--- src/rtl/cl_mux2_rr_arb_pkg.sv ---
// ----------------------------------------------------------------------------
// cl_mux2_rr_arb_pkg
// Shared definitions for the two-input round-robin output mux:
//   - arb_state_e : FSM state encoding (IDLE / HOLD0 / HOLD1)
//   - SEL_*       : one-hot source codes used for both the winner and o_sel
//   - GRANT_*     : encoding of the last_grant history bit
//   - state_to_sel: maps an FSM state to its one-hot o_sel code
// ----------------------------------------------------------------------------
package cl_mux2_rr_arb_pkg;

  typedef enum logic [1:0] {
    ST_IDLE  = 2'b00,
    ST_HOLD0 = 2'b01,
    ST_HOLD1 = 2'b10
  } arb_state_e;

  localparam logic [1:0] SEL_NONE = 2'b00;
  localparam logic [1:0] SEL_0    = 2'b01;
  localparam logic [1:0] SEL_1    = 2'b10;

  localparam logic GRANT_REQ0 = 1'b0;
  localparam logic GRANT_REQ1 = 1'b1;

  // One-hot source code that o_sel carries while the FSM sits in a state.
  function automatic logic [1:0] state_to_sel(input arb_state_e st);
    logic [1:0] sel;
    case (st)
      ST_HOLD0: sel = SEL_0;
      ST_HOLD1: sel = SEL_1;
      ST_IDLE:  sel = SEL_NONE;
      default:  sel = SEL_NONE;
    endcase
    return sel;
  endfunction

endpackage

--- src/rtl/cl_rr_pick2.sv ---
// ----------------------------------------------------------------------------
// cl_rr_pick2
// Purely combinational two-way round-robin winner selection.
// Ports:
//   req0_valid, req1_valid : requester valids
//   last_grant             : requester granted most recently (GRANT_REQ0/1)
//   winner                 : one-hot winner (SEL_0 / SEL_1 / SEL_NONE)
//   any_valid              : at least one requester is valid
// ----------------------------------------------------------------------------
module cl_rr_pick2
  import cl_mux2_rr_arb_pkg::*;
(
  input  logic       req0_valid,
  input  logic       req1_valid,
  input  logic       last_grant,
  output logic [1:0] winner,
  output logic       any_valid
);

  logic [1:0] winner_s;

  // Winner decode: a lone requester always wins; on contention the side
  // that was not granted last time wins.
  always_comb begin
    winner_s = SEL_NONE;
    case ({req1_valid, req0_valid})
      2'b01:   winner_s = SEL_0;
      2'b10:   winner_s = SEL_1;
      2'b11: begin
        if (last_grant == GRANT_REQ1) begin
          winner_s = SEL_0;
        end else begin
          winner_s = SEL_1;
        end
      end
      default: winner_s = SEL_NONE;
    endcase
  end

  assign winner    = winner_s;
  assign any_valid = req0_valid | req1_valid;

endmodule

--- src/rtl/cl_mux2_rr_arb.sv ---
// ----------------------------------------------------------------------------
// cl_mux2_rr_arb
// Two requesters share one registered output stage. A round-robin picker
// chooses the source; the output register is refilled whenever it is empty
// or being drained, giving one transfer per cycle under a ready downstream.
// Ports:
//   i_clk, i_rst_n               : clock, async active-low reset
//   i_req0_valid/data, o_req0_ready : requester 0 handshake
//   i_req1_valid/data, o_req1_ready : requester 1 handshake
//   o_valid, o_data, i_ready     : output handshake (registered data)
//   o_sel                        : one-hot source of o_data (00 when empty)
//   o_xfer_cnt                   : wrapping count of output handshakes
// ----------------------------------------------------------------------------
module cl_mux2_rr_arb
  import cl_mux2_rr_arb_pkg::*;
#(
  parameter int DATA_WIDTH = 5,
  parameter int CNT_WIDTH  = 8
) (
  input  logic                  i_clk,
  input  logic                  i_rst_n,
  input  logic                  i_req0_valid,
  input  logic [DATA_WIDTH-1:0] i_req0_data,
  output logic                  o_req0_ready,
  input  logic                  i_req1_valid,
  input  logic [DATA_WIDTH-1:0] i_req1_data,
  output logic                  o_req1_ready,
  output logic                  o_valid,
  output logic [DATA_WIDTH-1:0] o_data,
  input  logic                  i_ready,
  output logic [1:0]            o_sel,
  output logic [CNT_WIDTH-1:0]  o_xfer_cnt
);

  arb_state_e            state_r;
  arb_state_e            state_nxt_s;
  logic [DATA_WIDTH-1:0] data_r;
  logic [DATA_WIDTH-1:0] data_nxt_s;
  logic [1:0]            sel_r;
  logic [1:0]            sel_nxt_s;
  logic                  valid_r;
  logic                  valid_nxt_s;
  logic                  last_grant_r;
  logic                  last_grant_nxt_s;
  logic [CNT_WIDTH-1:0]  cnt_r;
  logic [1:0]            winner_s;
  logic                  any_valid_s;
  logic                  acc_s;
  logic [DATA_WIDTH-1:0] pick_data_s;

  cl_rr_pick2 u_pick (
    .req0_valid (i_req0_valid),
    .req1_valid (i_req1_valid),
    .last_grant (last_grant_r),
    .winner     (winner_s),
    .any_valid  (any_valid_s)
  );

  // Accept decode: an empty register always accepts, a full one only when
  // the downstream drains it in the same cycle.
  always_comb begin
    acc_s = 1'b1;
    case (state_r)
      ST_IDLE:  acc_s = 1'b1;
      ST_HOLD0: acc_s = i_ready;
      ST_HOLD1: acc_s = i_ready;
      default:  acc_s = 1'b1;
    endcase
  end

  // One-hot payload select; with no winner both terms mask to zero.
  assign pick_data_s = ({DATA_WIDTH{winner_s[0]}} & i_req0_data) |
                       ({DATA_WIDTH{winner_s[1]}} & i_req1_data);

  // Readies are gated by reset so nothing is accepted while held in reset.
  assign o_req0_ready = i_rst_n & acc_s & winner_s[0];
  assign o_req1_ready = i_rst_n & acc_s & winner_s[1];

  // Next-state / next-output logic: refill on accept, otherwise hold.
  always_comb begin
    state_nxt_s      = state_r;
    data_nxt_s       = data_r;
    last_grant_nxt_s = last_grant_r;
    if (acc_s) begin
      if (any_valid_s) begin
        data_nxt_s = pick_data_s;
        if (winner_s[1]) begin
          state_nxt_s      = ST_HOLD1;
          last_grant_nxt_s = GRANT_REQ1;
        end else begin
          state_nxt_s      = ST_HOLD0;
          last_grant_nxt_s = GRANT_REQ0;
        end
      end else begin
        state_nxt_s = ST_IDLE;
        data_nxt_s  = {DATA_WIDTH{1'b0}};
      end
    end else begin
      state_nxt_s = state_r;
    end
    sel_nxt_s   = state_to_sel(state_nxt_s);
    valid_nxt_s = (state_nxt_s != ST_IDLE);
  end

  // State and output registers; reset prefers req0 on first contention.
  always_ff @(posedge i_clk or negedge i_rst_n) begin
    if (!i_rst_n) begin
      state_r      <= ST_IDLE;
      data_r       <= {DATA_WIDTH{1'b0}};
      sel_r        <= SEL_NONE;
      valid_r      <= 1'b0;
      last_grant_r <= GRANT_REQ1;
    end else begin
      state_r      <= state_nxt_s;
      data_r       <= data_nxt_s;
      sel_r        <= sel_nxt_s;
      valid_r      <= valid_nxt_s;
      last_grant_r <= last_grant_nxt_s;
    end
  end

  // Handshake counter; wraps naturally at its width.
  always_ff @(posedge i_clk or negedge i_rst_n) begin
    if (!i_rst_n) begin
      cnt_r <= {CNT_WIDTH{1'b0}};
    end else if (valid_r && i_ready) begin
      cnt_r <= cnt_r + {{(CNT_WIDTH-1){1'b0}}, 1'b1};
    end else begin
      cnt_r <= cnt_r;
    end
  end

  assign o_valid    = valid_r;
  assign o_data     = data_r;
  assign o_sel      = sel_r;
  assign o_xfer_cnt = cnt_r;

endmodule

--- config.mk ---
export PLATFORM = sky130hd
export DESIGN_NAME = cl_mux2_rr_arb
export DESIGN_NICKNAME = d
export VERILOG_FILES = /design/src/rtl/cl_mux2_rr_arb_pkg.sv /design/src/rtl/cl_rr_pick2.sv /design/src/rtl/cl_mux2_rr_arb.sv
export SDC_FILE = /design/constraint.sdc
export NUM_CORES = 1
export LEC_CHECK = 0
export ABC_AREA = 1
export CORE_MARGIN = 10
export CORE_UTILIZATION = 47
export CTS_BUF_LIST = sky130_fd_sc_hd__clkbuf_2
export DETAILED_ROUTE_END_ITERATION = 12
export GPL_ROUTABILITY_DRIVEN = 0
export PLACE_DENSITY = 0.94
export SKIP_LAST_GASP = 1
export SLEW_MARGIN = 0
export SYNTH_ARGS = -nofsm -noshare
export SYNTH_HDL_FRONTEND = slang
export SYNTH_SLANG_ARGS = --single-unit
--- constraint.sdc ---
create_clock -name i_clk -period 3.4 [get_ports i_clk]
set_clock_uncertainty 0.05 [all_clocks]
set_input_delay 0.34 -clock i_clk [delete_from_list [all_inputs] [get_ports i_clk]]
set_output_delay 0.34 -clock i_clk [all_outputs]
set_load 0.05 [all_outputs]
==> metrics.txt, run 1 <==
outcome completed; root buffer cell clkbuf_2; Max Freq ~0.35 GHz; vias in the first global route about 890; commonest non-fill, non-tap cell in the layout nand2_1; maximum clock insertion buffer count 2; H-tree levels 1; final setup TNS 0 ns; max cap viols 0; core footprint approximately 0.0019 mm²; CP endpoint kind output pin; Final Hold Viols 0; Post-synth top flop dfrtp_1; WP data arrival approximately 2.5 ns; largest net degree at the start of global routing 20; IO buf count 32; CTS Hold Buffers Added 0; Mapped Area around 930 µm²; LEAKAGE 0.000651 µW; Pwr Density about 790 mW/mm²; via count 824; number of synthesized flops with an enable pin 0; DRT Pass-1 Iters 4; clock latency on the worst-skew pair a little under 0.3 ns; row cnt 16; Clock Sinks 19; Synth async-reset ratio 100%; critical setup path kind in -> out; Max Transition Viols Final 0; Vias/cell roughly 4.8; Worst-path clk slew about 0.17 ns; Detailed Route WL roughly 2.2 mm; Seq cells post-synth 19; VDD IR-drop max approximately 0.42 mV; Final ANT Viol Nets 0; Final setup viols 0; register area share after synthesis between 50% and 60%; Synth cell types 22; DRT iter0 DRCs 25; syn_area_per_cell between 8 and 9 µm²; Area growth, synth to finish 39.8%; # diodes 0; Remaining DRCs 0; Util after Layout 67.7%; Critical Path Fanout Max 11; minimum clock period ~2.9 ns; Initial Util between 40% and 50%; area post-placement roughly 0.0013 mm²; CTS tree built; CP Data Required Time between 3 and 4 ns; Worst slew margin approximately two thirds; Top Ports 33; Worst Hold Class in -> async; grt ovf 0; synthesis warning total 0; die height ~65 µm; Wirelength per Cell 13.0 µm; Slew @ Worst Pin 0.519 ns; startpoint types input port; commonest cells after routing, fill and taps aside 35 x nand2_1, 32 x clkdlybuf4s50_1, 18 x inv_1, 18 x dfrtp_1; Setup Buffers After CTS 0; first-pass GRT wire length just under 4 mm; Syn Inst Count about 110; CTS Buf Count 3; syn_nets between 100 and 150; RSZ-0062 raised after global routing false; DIE WIDTH ~65 µm; gr usage total roughly 11%; post-route cell area around 0.0013 mm²; hpwl dp 1.88 mm; post_cts resized 0; initial antenna violation count 0; die area ~0.0042 mm²; NumNets Final 161; Tcrit/Tclk final between 80 and 90%; ratio of cells with drive above 1 in the final layout around a tenth
[power breakdown]
group	total [µW]	internal, µW	switching [µW]	leakage (µW)
Clock	94.6	31.2	63.4	0.0000166
Sequential	371	301	69.8	0.000228
Combinational	556	186	370	0.000407
Total	1020	519	503	0.000651
[cells in the mapped netlist, drive strengths merged, types with 2 or more instances]
| library cell | n | share of area, % |
|---|---|---|
| nand2 | 37 | 17 |
| dfrtp | 18 | 48 |
| inv | 18 | 7.3 |
| nand3 | 6 | 3.8 |
| o21ai | 6 | 3.6 |
| nor2 | 5 | 2.6 |
| nand4 | 4 | 2.7 |
| a21oi | 2 | 2.3 |
| o22ai | 2 | 1.3 |
| xnor2 | 2 | 1.9 |
| xor2 | 2 | 1.9 |
[path summary, 6_finish.rpt]
kind,slack (ns),cells after the start,end,start
worst max-delay path,0.53,6,o_req0_ready,i_ready
worst min-delay path,0.36,2,o_data[3],i_rst_n
worst max register to register,2.12,6,o_data[4],state_r[0]
worst min register to register,0.45,2,o_data[2],o_data[2]
max in group asynchronous,2.68,2,last_grant_r,i_rst_n
min in group i_clk,0.45,2,o_data[2],o_data[2]
[per-layer routing]
metal	up-vias	global-route usage [%]	wire, µm	share of wire, %
li1	406	-	-	-
met1	382	11.2	934	42
met2	32	19.1	1020	46
met3	4	6.53	255	11
met4	0	2.94	15	0.67
met5	-	0	0	0
[layout make-up]
cell class	count	area, µm²
Fill cell	185	621
Clock buffer	4	20.0
Tap cell	27	33.8
Multi-Input combinational cell	70	375
Inverter	18	67.6
Sequential cell	19	477
Timing Repair Buffer	33	328
[critical path: stages]
cell and delay (ns):
clkdlybuf4s50_1 0.55, inv_1 0.10, nand3_2 0.24, inv_1 0.17, nor3_1 0.22, clkdlybuf4s50_1 0.86
[metrics by stage]
step / hold slack (ns) / worst slack [ns] / power (µW) / cells
finish: 0.362 / 0.533 / 1020 / 171
global route: 0.362 / 0.361 / 1090 / 171
floorplan: -0.00559 / 1.27 / 741 / 108
detailed placement: 0.414 / 0.564 / 938 / 167
CTS: 0.357 / 0.542 / 1030 / 171
global placement: 0.431 / 0.698 / 920 / 167
[cell families after synthesis]
group           synth area share, %
simple gates                   26.7
buf+inv                        8.47
flops                          51.2
compound gates                 7.26
xor+xnor                       3.76
mux                            1.21
fa+ha+maj                      1.34
[flip-flops by register name (all words and copies together), names as in the netlist]
name and cells:
state_r 2, o_valid 1, last_grant_r 1, o_sel 2, o_data 5, o_xfer_cnt 8
Note: power is estimated with default switching activity, not from simulation.
==> run 2, diff against run 1 <==
CORE_UTILIZATION = 46   (was 47)
PLACE_DENSITY = 0.93   (was 0.94)
clock period = 2.84 ns   (was 3.4 ns; I/O delays follow)
==> run 2 against run 1 <==
Compared with the run above:
- global-route usage grew 0.074 points
- final area increased by 0.58%
- die area is 1.5% higher
- combinational power rose by 20%
- core utilization down 0.31 points
- sequential power is 20% higher
- register-to-register slack worse by 0.53 ns
- critical path depth did not move
- first-iteration DRC count down 20%
- highest routed layer unchanged
==> metrics.txt, run 2 (synthesis results as in run 1) <==
Worst-path clk slew 0.17 ns (about the same); Final Hold Viols 0 (unchanged); CTS Hold Buffers Added 0 (unchanged); startpoint types input port; grt ovf 0 (unchanged); Max Freq 0.466 GHz; CP endpoint kind output pin; minimum clock period ~2.1 ns; Clock Sinks 19 (unchanged); gr usage total 11.2% (+0.074 points); area of the multi-input gates 375 µm² (unchanged); IO buf count 32 (unchanged); LEAKAGE 0.000658 µW (+1.0%); Remaining DRCs 0 (unchanged); Register Area 477 µm² (unchanged); die height 65.0 µm (+0.74%); post_cts resized 0 (unchanged); Final setup viols 0 (unchanged); Final ANT Viol Nets 0 (unchanged); Setup Buffers After CTS 0 (unchanged); root buffer cell clkbuf_2; NumNets Final 161 (unchanged); Tcrit/Tclk final around three quarters; final setup TNS 0 ns (unchanged); Filler Cells Inserted 180 (-2.7%); area post-placement 0.00129 mm² (+0.59%); Worst slew margin 66.0% (+0.70 points); CTS Buf Count 3 (unchanged); maximum clock insertion buffer count 2 (unchanged); initial antenna violation count 0 (unchanged); WP data arrival 1.81 ns (-0.67 ns); # diodes 0 (unchanged); outcome completed; Max Transition Viols Final 0 (unchanged); FF-to-FF path depth 6 (unchanged); Initial Util 47.9% (-0.50 points); row cnt 16 (unchanged); DRT iter0 DRCs 20 (-20%); Top Ports 33 (unchanged); critical setup path kind in -> out; first-pass GRT wire length 3.91 mm (+1.2%); Wirelength per Cell 12.9 µm (-1.0%); vias in the first global route 916 (+2.6%); max reg flops 8 (unchanged); Area growth, synth to finish 40.6%; CP Data Required Time 2.51 ns (-0.50 ns); VDD IR-drop max 0.550 mV (+30%); commonest cells after routing, fill and taps aside 35 x nand2_1, 30 x clkdlybuf4s50_1, 18 x inv_1, 18 x dfrtp_1; H-tree levels 1 (unchanged); Pwr Density 938 mW/mm² (+20%); DRT Pass-1 Iters 4 (unchanged); RSZ-0062 raised after global routing false; DIE WIDTH 65.0 µm (+0.74%); Worst Hold Class in -> async; via count 830 (+0.73%); largest net degree at the start of global routing 20 (unchanged); Vias/cell 4.85 (+0.73%); commonest non-fill, non-tap cell in the layout nand2_1; Detailed Route WL 2.20 mm (-1.0%); Slew @ Worst Pin 0.508 ns (-0.0105 ns); max cap viols 0 (unchanged); Critical Path Fanout Max 11 (unchanged); clock latency on the worst-skew pair 0.29 ns (about the same); CTS tree built; ratio of cells with drive above 1 in the final layout 11.8% (+1.4 points); hpwl dp 1.83 mm (-2.5%); die area 0.00422 mm² (+1.5%); core footprint 0.00194 mm² (+1.0%); post-route cell area 0.00131 mm² (+0.58%)
==> run 2: changes by cell type in the layout (fill, tap and decap cells not counted), sizes merged <==
cell	change
clkdlybuf4s50	-2
buf	+2
==> run 2: critical path: stages <==
cell and delay, ns:
clkdlybuf4s50_1 0.55, inv_1 0.09, nand3_2 0.24, inv_1 0.17, nor3_1 0.30, buf_12 0.19
==> run 2: final cells by class <==
type / count / area share, %
multi-input cells: 70 / 28.7
clock buffers: 4 / 1.53
flip-flops and latches: 19 / 36.4
well taps: 27 / 2.58
inverters: 18 / 5.16
repair buffers: 33 / 25.6
==> run 2: per-stage QoR <==
step	total power, µW	utilization, %	instances	worst slack (ns)	hold slack [ns]
floorplan	887	-	108	0.765	-0.0616
global placement	1100	66.4	167	0.765	0.430
detailed placement	1130	66.4	167	0.696	0.422
CTS	1250	67.4	171	0.686	0.329
global route	1310	67.4	171	0.506	0.332
finish	1230	67.4	171	0.693	0.331
==> run 2: power by group <==
group | internal [µW] | switching, µW | total [µW]
sequential | 361 | 85.8 | 446
clock | 37.3 | 78.4 | 116
combinational | 226 | 440 | 666
total | 624 | 604 | 1230
==> run 2: path summary, 6_finish.rpt <==
path                             from      endpoint  slack (ns)
min reg2reg                 o_data[1]     o_data[1]        0.46
max reg2reg                state_r[0]     o_data[0]        1.59
max in group asynchronous     i_rst_n  last_grant_r        2.15
max                           i_ready  o_req0_ready        0.69
min                           i_rst_n     o_data[3]        0.33
min in group i_clk          o_data[1]     o_data[1]        0.46
==> run 2: layer usage <==
metal	wire length [µm]	global-route usage, %	vias to the layer above	part of all wire (%)
met5	0	0	-	0
li1	-	-	408	-
met2	1040	19.1	32	47
met3	234	5.33	2	11
met4	5	4.01	0	0.23
met1	924	11.7	388	42
==> run 3, diff against run 2 <==
clock period = 2.2 ns   (was 2.84 ns; I/O delays follow)
==> run 3 against run 2 <==
Compared with the run above:
- sequential share of layout area down 0.55 points
- die area unchanged
- clock power up 22%
- critical path depth down 5
- final area up 1.5%
- first-iteration DRC count down 35%
- non-clock buffer count up 1
- via count down 1.6%
- highest routed layer unchanged
==> metrics.txt, run 3 (synthesis results as in run 1) <==
root buffer cell clkbuf_2; area of the multi-input gates 375 µm² (unchanged); Placed Cells 168 (+0.60%); critical setup path kind reg -> out; clock latency on the worst-skew pair 0.30 ns (about the same); hpwl dp 1.84 mm (+0.73%); Top Ports 33 (unchanged); IO buf count 32 (unchanged); grt ovf 0 (unchanged); Final Hold Viols 0 (unchanged); DRT Pass-1 Iters 4 (unchanged); Filler Cells Inserted 166 (-7.8%); VDD IR-drop max 0.612 mV (+11%); Slew @ Worst Pin 0.510 ns (+0.00186 ns); H-tree levels 1 (unchanged); delay of the slowest critical-path stage 0.84 ns (+0.29 ns); outcome completed; CTS tree built; max cap viols 0 (unchanged); Final setup viols 0 (unchanged); Util after Layout 68.4% (+1.0 points); commonest cells after routing, fill and taps aside 35 x nand2_1, 30 x clkdlybuf4s50_1, 18 x inv_1, 18 x dfrtp_1; Final ANT Viol Nets 0 (unchanged); largest net degree at the start of global routing 20 (unchanged); ratio of cells with drive above 1 in the final layout 12.4% (+0.61 points); core footprint 0.00194 mm² (unchanged); final setup TNS 0 ns (unchanged); CP Data Required Time 1.93 ns (-0.58 ns); DRT iter0 DRCs 13 (-35%); Tcrit/Tclk final between 80% and 90%; Remaining DRCs 0 (unchanged); Wirelength per Cell 12.7 µm (-1.2%); Worst-path clk slew 0.18 ns (about the same); initial antenna violation count 0 (unchanged); via count 817 (-1.6%); CTS Buf Count 3 (unchanged); # diodes 0 (unchanged); maximum clock insertion buffer count 2 (unchanged); CP endpoint kind output pin; DIE WIDTH 65.0 µm (unchanged); Register Area 477 µm² (unchanged); Max Freq roughly 0.53 GHz; vias in the first global route 883 (-3.6%); Detailed Route WL 2.19 mm (-0.59%); CTS Hold Buffers Added 0 (unchanged); startpoint types register; Layout Cells excl Fill 172 (+0.58%); RSZ-0062 raised after global routing false; slowest stage cell, crit path clkdlybuf4s50_1; WP buf/inv 1 (-3); commonest non-fill, non-tap cell in the layout nand2_1; die height 65.0 µm (unchanged); die area 0.00422 mm² (unchanged); Top delay family on crit path buffers and inverters; Initial Util 47.9% (unchanged); Worst Hold Class in -> async; Final Power 1590 µW (+30%); NumNets Final 162 (+0.62%); LEAKAGE 0.000665 µW (+1.1%); Max Transition Viols Final 0 (unchanged); row cnt 16 (unchanged); Worst slew margin 65.9% (-0.12 points); CP Cell Sequence clkdlybuf4s50_1; Clock Sinks 19 (unchanged); max reg flops 8 (unchanged); Vias/cell 4.75 (-2.1%); minimum clock period 1.87 ns; Setup Buffers After CTS 0 (unchanged); WP data arrival 1.60 ns (-0.21 ns); first-pass GRT wire length 3.75 mm (-3.9%); post_cts resized 0 (unchanged); Pwr Density 1200 mW/mm² (+28%); gr usage total 10.9% (-0.27 points); Critical Path Fanout Max 5 (-6); Area growth, synth to finish 42.7%
[run 3: cell types whose count changed in the layout (fill, tap and decap cells not counted), sizes merged]
cell    previous run  this run
clkbuf             4         3
buf                3         4
clkinv             0         1
[run 3: stage by stage]
step / area, µm² / hold slack [ns] / setup slack (ns)
2_1_floorplan: 931 / -0.126 / 0.189
3_3_place_gp: 1310 / 0.426 / 0.405
3_5_place_dp: 1310 / 0.429 / 0.383
4_1_cts: 1330 / 0.240 / 0.294
5_1_grt: 1330 / 0.225 / 0.219
6_report: 1330 / 0.255 / 0.328
[run 3: worst paths after layout]
kind                               startpoint            end  cells past startpoint  slack (ns)
worst max-delay path            o_xfer_cnt[4]  o_xfer_cnt[4]                      1        0.33
worst min-delay path                  i_rst_n  o_xfer_cnt[4]                      2        0.25
worst max register to register  o_xfer_cnt[0]  o_xfer_cnt[6]                      6        0.97
worst min register to register      o_data[1]      o_data[1]                      2        0.46
max in group asynchronous             i_rst_n   last_grant_r                      2        1.57
min in group i_clk                  o_data[1]      o_data[1]                      2        0.46
[run 3: cell type report]
type | count | area share (%)
tap | 27 | 2.54
sequential | 19 | 35.9
clock buffer | 3 | 1.13
multi-input combinational | 70 | 28.2
inverter | 18 | 5.08
timing repair buffer | 34 | 26.7
clock inverter | 1 | 0.377
[run 3: where the power goes]
group | switching, µW | total [µW] | internal (µW)
Clock | 101 | 142 | 41.2
Sequential | 110 | 575 | 465
Combinational | 571 | 874 | 303
[run 3: metal layers]
layer,global-route usage (%),part of all wire (%)
met1,10.3,38
met2,18.8,48
met3,6.70,13
met4,4.28,0.37
met5,0,0
